$ cat src/rtl/a2bridge_pkg.sv
// Shared types and default timing for the a2bridge sequencer slice.
package a2bridge_pkg;

  typedef enum logic [1:0] {
    ST_IDLE   = 2'd0,
    ST_SETUP  = 2'd1,
    ST_STROBE = 2'd2,
    ST_HOLD   = 2'd3
  } a2_state_e;

  localparam int unsigned DEF_NUM_CH        = 4;
  localparam int unsigned DEF_SEL_WIDTH     = 3;
  localparam int unsigned DEF_DATA_WIDTH    = 8;
  localparam int unsigned DEF_SETUP_CYCLES  = 1;
  localparam int unsigned DEF_STROBE_CYCLES = 1;
  localparam int unsigned DEF_HOLD_CYCLES   = 1;
  localparam int unsigned CNT_W             = 8;

  function automatic int unsigned idx_width(input int unsigned n);
    return (n > 1) ? $clog2(n) : 1;
  endfunction

endpackage

$ cat src/rtl/a2bridge_if.sv
// Requester, response, bridge and idle-sample signals of the a2bridge sequencer.
interface a2bridge_if
  import a2bridge_pkg::*;
#(
  parameter int unsigned NUM_CH     = DEF_NUM_CH,
  parameter int unsigned SEL_WIDTH  = DEF_SEL_WIDTH,
  parameter int unsigned DATA_WIDTH = DEF_DATA_WIDTH
);
  logic [NUM_CH-1:0]            req_valid_i;
  logic [NUM_CH-1:0]            req_ready_o;
  logic [NUM_CH-1:0]            req_write_i;
  logic [NUM_CH*SEL_WIDTH-1:0]  req_sel_i;
  logic [NUM_CH*DATA_WIDTH-1:0] req_wdata_i;
  logic [NUM_CH-1:0]            rsp_valid_o;
  logic [DATA_WIDTH-1:0]        rsp_rdata_o;
  logic [SEL_WIDTH-1:0]         bridge_sel_o;
  logic                         bridge_rd_n_o;
  logic                         bridge_wr_n_o;
  logic [DATA_WIDTH-1:0]        bridge_d_i;
  logic [DATA_WIDTH-1:0]        bridge_d_o;
  logic                         bridge_d_oe_o;
  logic [DATA_WIDTH-1:0]        idle_data_o;
  logic                         idle_change_o;

  modport master (
    output req_valid_i, req_write_i, req_sel_i, req_wdata_i, bridge_d_i,
    input  req_ready_o, rsp_valid_o, rsp_rdata_o, bridge_sel_o, bridge_rd_n_o,
    input  bridge_wr_n_o, bridge_d_o, bridge_d_oe_o, idle_data_o, idle_change_o
  );

  modport slave (
    input  req_valid_i, req_write_i, req_sel_i, req_wdata_i, bridge_d_i,
    output req_ready_o, rsp_valid_o, rsp_rdata_o, bridge_sel_o, bridge_rd_n_o,
    output bridge_wr_n_o, bridge_d_o, bridge_d_oe_o, idle_data_o, idle_change_o
  );
endinterface

$ cat src/rtl/a2bridge_arbiter.sv
// Fixed-priority arbiter: lowest-index request wins; one-hot grant plus encoded index.
module a2bridge_arbiter #(
  parameter int unsigned NUM_CH = 4,
  parameter int unsigned IDX_W  = 2
) (
  input  logic [NUM_CH-1:0] req,
  output logic [NUM_CH-1:0] grant,
  output logic [IDX_W-1:0]  grant_idx,
  output logic              grant_any
);
  always_comb begin
    grant     = '0;
    grant_idx = '0;
    grant_any = 1'b0;
    for (int unsigned i = 0; i < NUM_CH; i++) begin
      if (req[i] && !grant_any) begin
        grant[i]  = 1'b1;
        grant_idx = IDX_W'(i);
        grant_any = 1'b1;
      end
    end
  end
endmodule

$ cat src/rtl/a2bridge_sequencer.sv
// Multi-channel sequencer for a strobed register bridge (IDLE/SETUP/STROBE/HOLD).
// Optional idle sampling of register 0 is enabled by defining A2BRIDGE_IDLE_SAMPLE_EN.
module a2bridge_sequencer
  import a2bridge_pkg::*;
#(
  parameter int unsigned NUM_CH        = DEF_NUM_CH,
  parameter int unsigned SEL_WIDTH     = DEF_SEL_WIDTH,
  parameter int unsigned DATA_WIDTH    = DEF_DATA_WIDTH,
  parameter int unsigned SETUP_CYCLES  = DEF_SETUP_CYCLES,
  parameter int unsigned STROBE_CYCLES = DEF_STROBE_CYCLES,
  parameter int unsigned HOLD_CYCLES   = DEF_HOLD_CYCLES
) (
  input logic       clk_logic_i,
  input logic       system_reset_i,
  a2bridge_if.slave bus
);
  localparam int unsigned IDX_W = idx_width(NUM_CH);

  a2_state_e        state;
  logic [CNT_W-1:0] cnt;
  logic [IDX_W-1:0] owner_idx;
  logic             op_write;
  logic [NUM_CH-1:0] grant;
  logic [IDX_W-1:0]  grant_idx;
  logic              grant_any;
  int unsigned       phase_len;
  logic              phase_last;
`ifdef A2BRIDGE_IDLE_SAMPLE_EN
  logic              idle_run;
`endif

  a2bridge_arbiter #(.NUM_CH(NUM_CH), .IDX_W(IDX_W)) u_arbiter (
    .req       (bus.req_valid_i),
    .grant     (grant),
    .grant_idx (grant_idx),
    .grant_any (grant_any)
  );

  // Accept must pulse in the same IDLE cycle the request is seen, so ready is combinational.
  assign bus.req_ready_o = (state == ST_IDLE && !system_reset_i) ? grant : '0;

  always_comb begin
    phase_len = 1;
    case (state)
      ST_SETUP:  phase_len = SETUP_CYCLES;
      ST_STROBE: phase_len = STROBE_CYCLES;
      ST_HOLD:   phase_len = HOLD_CYCLES;
      default:   phase_len = 1;
    endcase
    phase_last = (cnt == CNT_W'(phase_len - 1));
  end

  always_ff @(posedge clk_logic_i) begin
    if (system_reset_i) begin
      state             <= ST_IDLE;
      cnt               <= '0;
      owner_idx         <= '0;
      op_write          <= 1'b0;
      bus.bridge_sel_o  <= '0;
      bus.bridge_rd_n_o <= 1'b1;
      bus.bridge_wr_n_o <= 1'b1;
      bus.bridge_d_o    <= '0;
      bus.bridge_d_oe_o <= 1'b0;
      bus.rsp_valid_o   <= '0;
      bus.rsp_rdata_o   <= '0;
      bus.idle_data_o   <= '1;
      bus.idle_change_o <= 1'b0;
`ifdef A2BRIDGE_IDLE_SAMPLE_EN
      idle_run          <= 1'b0;
`endif
    end else begin
      bus.rsp_valid_o   <= '0;
      bus.idle_change_o <= 1'b0;
`ifdef A2BRIDGE_IDLE_SAMPLE_EN
      idle_run          <= (state == ST_IDLE);
`endif
      case (state)
        ST_IDLE: begin
`ifdef A2BRIDGE_IDLE_SAMPLE_EN
          // First IDLE cycle only just dropped rd_n, so sampling starts one cycle later.
          if (idle_run) begin
            bus.idle_data_o   <= bus.bridge_d_i;
            bus.idle_change_o <= (bus.bridge_d_i != bus.idle_data_o);
          end
          bus.bridge_rd_n_o <= 1'b0;
          bus.bridge_sel_o  <= '0;
`endif
          if (grant_any) begin
            state             <= ST_SETUP;
            cnt               <= '0;
            owner_idx         <= grant_idx;
            op_write          <= bus.req_write_i[grant_idx];
            bus.bridge_sel_o  <= bus.req_sel_i[int'(grant_idx)*SEL_WIDTH +: SEL_WIDTH];
            bus.bridge_rd_n_o <= 1'b1;
            bus.bridge_d_oe_o <= bus.req_write_i[grant_idx];
            bus.bridge_d_o    <= bus.req_write_i[grant_idx] ?
                                 bus.req_wdata_i[int'(grant_idx)*DATA_WIDTH +: DATA_WIDTH] : '0;
          end
        end
        ST_SETUP: begin
          if (phase_last) begin
            state <= ST_STROBE;
            cnt   <= '0;
            if (op_write) bus.bridge_wr_n_o <= 1'b0;
            else          bus.bridge_rd_n_o <= 1'b0;
          end else begin
            cnt <= cnt + 1'b1;
          end
        end
        ST_STROBE: begin
          if (phase_last) begin
            state             <= ST_HOLD;
            cnt               <= '0;
            bus.bridge_rd_n_o <= 1'b1;
            bus.bridge_wr_n_o <= 1'b1;
            bus.rsp_valid_o   <= NUM_CH'(1) << owner_idx;
            if (!op_write) bus.rsp_rdata_o <= bus.bridge_d_i;
          end else begin
            cnt <= cnt + 1'b1;
          end
        end
        ST_HOLD: begin
          if (phase_last) begin
            state             <= ST_IDLE;
            cnt               <= '0;
            bus.bridge_sel_o  <= '0;
            bus.bridge_d_oe_o <= 1'b0;
            bus.bridge_d_o    <= '0;
`ifdef A2BRIDGE_IDLE_SAMPLE_EN
            bus.bridge_rd_n_o <= 1'b0;
`endif
          end else begin
            cnt <= cnt + 1'b1;
          end
        end
        default: state <= ST_IDLE;
      endcase
    end
  end
endmodule

$ cat src/flat_wrapper.sv
// flat-port wrapper written by rule: the top's interface ports become plain ports
module a2bridge_sequencer_flat import a2bridge_pkg::*;
#(
  parameter int unsigned NUM_CH        = DEF_NUM_CH,
  parameter int unsigned SEL_WIDTH     = DEF_SEL_WIDTH,
  parameter int unsigned DATA_WIDTH    = DEF_DATA_WIDTH,
  parameter int unsigned SETUP_CYCLES  = DEF_SETUP_CYCLES,
  parameter int unsigned STROBE_CYCLES = DEF_STROBE_CYCLES,
  parameter int unsigned HOLD_CYCLES   = DEF_HOLD_CYCLES
)
  (clk_logic_i, system_reset_i, bus_req_valid_i, bus_req_write_i, bus_req_sel_i, bus_req_wdata_i, bus_bridge_d_i, bus_req_ready_o, bus_rsp_valid_o, bus_rsp_rdata_o, bus_bridge_sel_o, bus_bridge_rd_n_o, bus_bridge_wr_n_o, bus_bridge_d_o, bus_bridge_d_oe_o, bus_idle_data_o, bus_idle_change_o);
  a2bridge_if #(.NUM_CH(NUM_CH), .SEL_WIDTH(SEL_WIDTH), .DATA_WIDTH(DATA_WIDTH)) bus_i ();
  input logic clk_logic_i;
  input logic system_reset_i;
  input wire logic [$bits(bus_i.req_valid_i)-1:0] bus_req_valid_i;
  input wire logic [$bits(bus_i.req_write_i)-1:0] bus_req_write_i;
  input wire logic [$bits(bus_i.req_sel_i)-1:0] bus_req_sel_i;
  input wire logic [$bits(bus_i.req_wdata_i)-1:0] bus_req_wdata_i;
  input wire logic [$bits(bus_i.bridge_d_i)-1:0] bus_bridge_d_i;
  output wire logic [$bits(bus_i.req_ready_o)-1:0] bus_req_ready_o;
  output wire logic [$bits(bus_i.rsp_valid_o)-1:0] bus_rsp_valid_o;
  output wire logic [$bits(bus_i.rsp_rdata_o)-1:0] bus_rsp_rdata_o;
  output wire logic [$bits(bus_i.bridge_sel_o)-1:0] bus_bridge_sel_o;
  output wire logic [$bits(bus_i.bridge_rd_n_o)-1:0] bus_bridge_rd_n_o;
  output wire logic [$bits(bus_i.bridge_wr_n_o)-1:0] bus_bridge_wr_n_o;
  output wire logic [$bits(bus_i.bridge_d_o)-1:0] bus_bridge_d_o;
  output wire logic [$bits(bus_i.bridge_d_oe_o)-1:0] bus_bridge_d_oe_o;
  output wire logic [$bits(bus_i.idle_data_o)-1:0] bus_idle_data_o;
  output wire logic [$bits(bus_i.idle_change_o)-1:0] bus_idle_change_o;
  assign bus_i.req_valid_i = bus_req_valid_i;
  assign bus_i.req_write_i = bus_req_write_i;
  assign bus_i.req_sel_i = bus_req_sel_i;
  assign bus_i.req_wdata_i = bus_req_wdata_i;
  assign bus_i.bridge_d_i = bus_bridge_d_i;
  assign bus_req_ready_o = bus_i.req_ready_o;
  assign bus_rsp_valid_o = bus_i.rsp_valid_o;
  assign bus_rsp_rdata_o = bus_i.rsp_rdata_o;
  assign bus_bridge_sel_o = bus_i.bridge_sel_o;
  assign bus_bridge_rd_n_o = bus_i.bridge_rd_n_o;
  assign bus_bridge_wr_n_o = bus_i.bridge_wr_n_o;
  assign bus_bridge_d_o = bus_i.bridge_d_o;
  assign bus_bridge_d_oe_o = bus_i.bridge_d_oe_o;
  assign bus_idle_data_o = bus_i.idle_data_o;
  assign bus_idle_change_o = bus_i.idle_change_o;
  a2bridge_sequencer #(.NUM_CH(NUM_CH), .SEL_WIDTH(SEL_WIDTH), .DATA_WIDTH(DATA_WIDTH), .SETUP_CYCLES(SETUP_CYCLES), .STROBE_CYCLES(STROBE_CYCLES), .HOLD_CYCLES(HOLD_CYCLES)) u_core (.clk_logic_i(clk_logic_i), .system_reset_i(system_reset_i), .bus(bus_i));
endmodule
$ cat config.mk
export PLATFORM = sky130hd
export DESIGN_NAME = a2bridge_sequencer_flat
export DESIGN_NICKNAME = d
export VERILOG_FILES = /design/src/rtl/a2bridge_pkg.sv /design/src/rtl/a2bridge_if.sv /design/src/rtl/a2bridge_arbiter.sv /design/src/rtl/a2bridge_sequencer.sv /design/src/flat_wrapper.sv
export SDC_FILE = /design/constraint.sdc
export NUM_CORES = 1
export LEC_CHECK = 0
export ABC_AREA = 1
export CAP_MARGIN = 40
export CORE_MARGIN = 2
export CORE_UTILIZATION = 60
export CTS_BUF_LIST = sky130_fd_sc_hd__clkbuf_8
export DETAILED_ROUTE_END_ITERATION = 6
export DONT_BUFFER_PORTS = 1
export GPL_TIMING_DRIVEN = 0
export PLACE_DENSITY = 0.82
export RECOVER_POWER = 100
export SYNTH_ARGS = -nofsm -noshare
export SYNTH_HDL_FRONTEND = slang
export SYNTH_SLANG_ARGS = --single-unit
$ cat constraint.sdc
create_clock -name clk_logic_i -period 2.2 [get_ports clk_logic_i]
set_input_delay 0.33 -clock clk_logic_i [delete_from_list [all_inputs] [get_ports clk_logic_i]]
set_output_delay 0.33 -clock clk_logic_i [all_outputs]
set_load 0.05 [all_outputs]
* Word-level counts from Yosys, hierarchy flattened *
Index checks and enable logic that the tools add are counted.

storage, ports and cells
  latch bits = 0
  bits in writable memories = 0
  logic and storage cells = 89
  input bits = 62
  bits in read-only memories = 0
  output and inout bits = 39
  register bits after elaboration = 39
  memories kept = 0

operators by class
  multiply operators = 1
  divide/modulo/power cells = 0
  $lt $le $gt $ge = 1
  equal/unequal tests = 9
  bitwise logic cells = 3
  reductions and logical operators = 21
  multiplexer cells = 39
  $add $sub $neg = 1
  shift-type cells = 3

operators by type and width
  kind                 number
  $mux 8               5
  $pmux 8 s2           2
  $shiftx 32x6->8      1
  $mux 1               17
  $mux 2               6
  $shiftx 12x5->3      1
  $ne 2x1->1 const B   5
  $add 8x1->8 const B  1
  $logic_not 8->1      1
  $pmux 2 s4           1
  $reduce_and 4->1     2
  $mux 3               2
  $pmux 3 s2           1
  $reduce_and 3->1     2
  $reduce_or 3->1      2
  $reduce_and 5->1     1
  $eq 2x2->1 const B   2
  $logic_and 1x1->1    4
  $logic_not 1->1      4
  $mul 2x2->4 const B  1
  $mux 4               1
  $pmux 1 s2           2
  $reduce_bool 2->1    2
  $shl 1x2->4 const A  1
  other kinds (9)      11

* Logic depth before layout (Yosys ltp) *
  depth in word-level cells = 15
  mapped depth = 11
  mapped depth without buffers = 10

* Hierarchy *
From an unflattened synthesis, not the netlist that was laid out.

second synthesis, totals
  cell total of the unflattened synthesis = 417
  area total of the unflattened synthesis = 2582.5 sq um

modules (own cells, without submodules)
  module              area an instance (sq um)  instances  sequential area each (sq um)  cells each
  a2bridge_sequencer  2519.9                    1          780.7                         404
  a2bridge_arbiter    62.6                      1          0.0                           13

* Least setup slack after synthesis *
No wires, ideal clock.

  path kind = register to output
  start point = register u_core.state[0]
  end point = output port bus_req_ready_o[2]
  setup slack = -0.343 ns
  stages on the path, launching flop included = 5
  buffers on the path = 0
  arrival = 2.213 ns
  required time = 1.870 ns
  cells stage by stage = dfxtp_1 > inv_1 > ha_1 > nand2_1 > nor4_1

on the way
  word-level cells in the longest chain between the ends = 3

ends and longest elaborated chain
  item                    line                       RTL
  from (decl)             a2bridge_sequencer.sv:19   a2_state_e state;
  from (signal assigned)  a2bridge_sequencer.sv:55   state <= ST_IDLE;
  from (signal assigned)  a2bridge_sequencer.sv:89   state <= ST_SETUP;
  from (signal assigned)  a2bridge_sequencer.sv:102  state <= ST_STROBE;
  $logic_not 2->1         a2bridge_sequencer.sv:40   assign bus.req_ready_o = (state == ST_IDLE && !system_reset_i) ? grant : '0;
  $logic_and 1x1->1       a2bridge_sequencer.sv:40
  $mux 4                  a2bridge_sequencer.sv:40
  to (decl)               flat_wrapper.sv:20         output wire logic [$bits(bus_i.req_ready_o)-1:0] bus_req_ready_o;

Every way passes these cells.

* Worst setup path after layout *
  start point = register u_core.state[1]
  end point = output port bus_req_ready_o[1]

Same word-level chain as after synthesis.

==> impl_metrics.toml <==
[min_path]
min_path_type = "input port to flop"

[yosys]
synth_top_area_cell = "dfxtp_1"
synth_edf_count = 0
ys_warn_count = 0
ys_types = 33
syn_area_sq_um = 2470
yosysTopAreaCellShare_pct = 31.5
seq_area_frac_synth_pct = 31.5
synth-seq-cells = 39
synthCells = 367
synthTopCellsByArea = "dfxtp_1 32%, nand2_1 13%, inv_1 8.9%"
async_flop_share_pct = 0
syn_avg_cell_area_sq_um = 6.74
synth_top_flop_cell = "dfxtp_1"

[drt]
antenna_left = 0
route.detailed.drc = 0
first_pass_iters = 4
avgRoutedWirePerCell_um = 12.2
vias = 2249
drt_iter0_drc = 90
vias_per_cell = 5.19
finalWirelength_mm = 5.29

[clock_tree]
cts_tree = "built"
clk_latency_ns = 0.28
cts_buffers = 5
htreeDepth = 2
cts_setup_buffers = 0
clk_path_buf_depth = 2
clk_root_buffer_cell = "clkbuf_8"
cts_hold_buf = 0
cts_resized = 0
clk_pin_slew_worst_paths_ns = 0.07
clock-sinks = 39

[final_layout]
finish.utilization_pct = 65.3
final_area_sq_um = 2590
areaGrowthSynthToFinish_pct = 4.85
fin_nets = 451
fillers = 361
antenna_cells = 0
drive_gt1_share_pct = 16.2

[global_route]
grt_antenna_before_repair = 0
grt_usage_pct = 23.5
grt_start_max_net_pins = 13
grt_pass1_vias = 1945
grt_pass1_wl_mm = 8.43
overflow = 0

[place]
place_area_sq_um = 2580
portBuffers = 0
place_hpwl_mm = 4.24
place.gp.congestion = 0.856

[die]
start_util_pct = 62.3
die_y_um = 68.2
die_w_um = 68.2
io_pins = 101
core_sq_um = 3970
fp-row-count = 23
die_area_sq_um = 4650

[power_and_ir_drop]
power_density_nw_per_um2 = 1060
irDropWorstVdd_mv = 0.440
leakage_nw = 1.22
power_w = 0.00276

[timing]
finalSetupTns_ns = -0.0120
fin_skew_ns = 0.00489
fin_ws_ns = -0.00777
rsz0062_at_grt = "yes"
worstMarginPinSlew_ns = 0.882
hold_viol = 0
slew_headroom_pct = 41.0
setup_viol = 2
post-route-min-period_ns = 2.21
slew_violations = 0
fin_crit_sh_pct = 100
fmax_mhz = 453

[worst_setup_path]
cp.arrival_ns = 1.88
cp-end-kind = "output pin"
cp-start-kind = "flop"
path_class = "flop to output pin"
critical_path_peak_fanout = 5
required_ns = 1.87

[job]
max_cap_violations = 0

[run_status]
violations = "negative setup slack"
status = "finished with violations"
-- critical path, stage by stage (launching register included) --
cell and delay (ns):
dfxtp_1 0.34, inv_1 0.11, ha_1 0.27, nand2_1 0.15
nor2_1 0.71
-- path summary, 6_finish.rpt --
kind / start / end / slack (ns) / cells past startpoint
max: u_core.state[1]$_SDFFE_PP0P_ / bus_req_ready_o[1] / -0.008 / 4
min: bus_bridge_d_i[3] / u_core.bus.rsp_rdata_o[3]$_SDFFE_PP0P_ / 0.19 / 2
max reg2reg: u_core.cnt[0]$_SDFFE_PP0P_ / u_core.bus.bridge_d_o[7]$_SDFFE_PP0P_ / 0.13 / 11
min reg2reg: u_core.owner_idx[0]$_SDFFE_PP0P_ / u_core.bus.rsp_valid_o[2]$_SDFF_PP0_ / 0.44 / 1
-- metrics by stage --
| step | hold slack [ns] | cells | worst slack (ns) |
|---|---|---|---|
| 6_report | 0.185 | 433 | -0.00777 |
| 5_1_grt | 0.178 | 433 | -0.126 |
| 4_1_cts | 0.175 | 433 | -0.0126 |
| 3_5_place_dp | 0.429 | 425 | 0.302 |
| 3_3_place_gp | 0.429 | 424 | 0.137 |
| 2_1_floorplan | 0.413 | 374 | 0.242 |
-- power breakdown --
group          internal [W]  switching, W
sequential         0.000864      0.000509
combinational      0.000294      0.000647
clock              0.000216      0.000232
-- registers in the layout, indices dropped and copies added (netlist names) --
register	flops
u_core.bus.bridge_d_o	8
u_core.bus.rsp_rdata_o	8
u_core.cnt	8
u_core.bus.rsp_valid_o	4
u_core.bus.bridge_sel_o	3
u_core.owner_idx	2
u_core.state	2
u_core.bus.bridge_d_oe_o	1
u_core.bus.bridge_rd_n_o	1
u_core.bus.bridge_wr_n_o	1
u_core.op_write	1
-- cells by family after synthesis --
logic type      count (synthesis)  share of synthesized area, %
compound gates                 63                          14.6
fa+ha+maj                       7                          3.54
buf+inv                        89                          16.2
flops                          39                          31.5
other cells                     2                         0.303
simple gates                  167                          33.8
-- cells in the final DEF (no fill, tap or decap), types with 7 or more instances in the layout --
| cell | count |
|---|---|
| a21oi_1 | 25 |
| a21oi_2 | 10 |
| buf_4 | 12 |
| conb_1 | 9 |
| dfxtp_1 | 39 |
| ha_1 | 7 |
| inv_1 | 61 |
| inv_2 | 7 |
| nand2_1 | 85 |
| nand2_2 | 7 |
| nand3_1 | 41 |
| nor2_1 | 16 |
| o21ai_0 | 16 |
| o21ai_1 | 9 |
-- synthesized netlist by cell type (all sizes together) (2+ instances only) --
library cell	count
a21oi	35
nand3	47
nand2	93
nand3b	3
conb	2
inv	67
o21ai	26
nor2	18
clkbuf	3
ha	7
dfxtp	39
nor3	2
nand4	2
buf	18
-- routing by layer --
metal | routed length (um) | global-route usage [%]
met1 | 2280 | 29.8
met3 | 382 | 5.92
met4 | 52 | 6.25
met2 | 2570 | 39.7
met5 | 0 | 0
-- final cells by class --
type,instances,area (sq um),area share (%)
plain buffers,21,130,5.01
clock buffers,5,68.8,2.65
clock inverters,3,16.3,0.627
inverters,68,255,9.84
multi-input cells,246,1280,49.2
flip-flops and latches,39,781,30.1
well taps,50,62.6,2.41
repair buffers,1,5.00,0.193
-- timing repair --
action,in CTS,in global routing
pin swaps,0,0
endpoints found under the setup margin,2,3
hold endpoints to repair,0,0
Power figures use the tool's default switching activity.
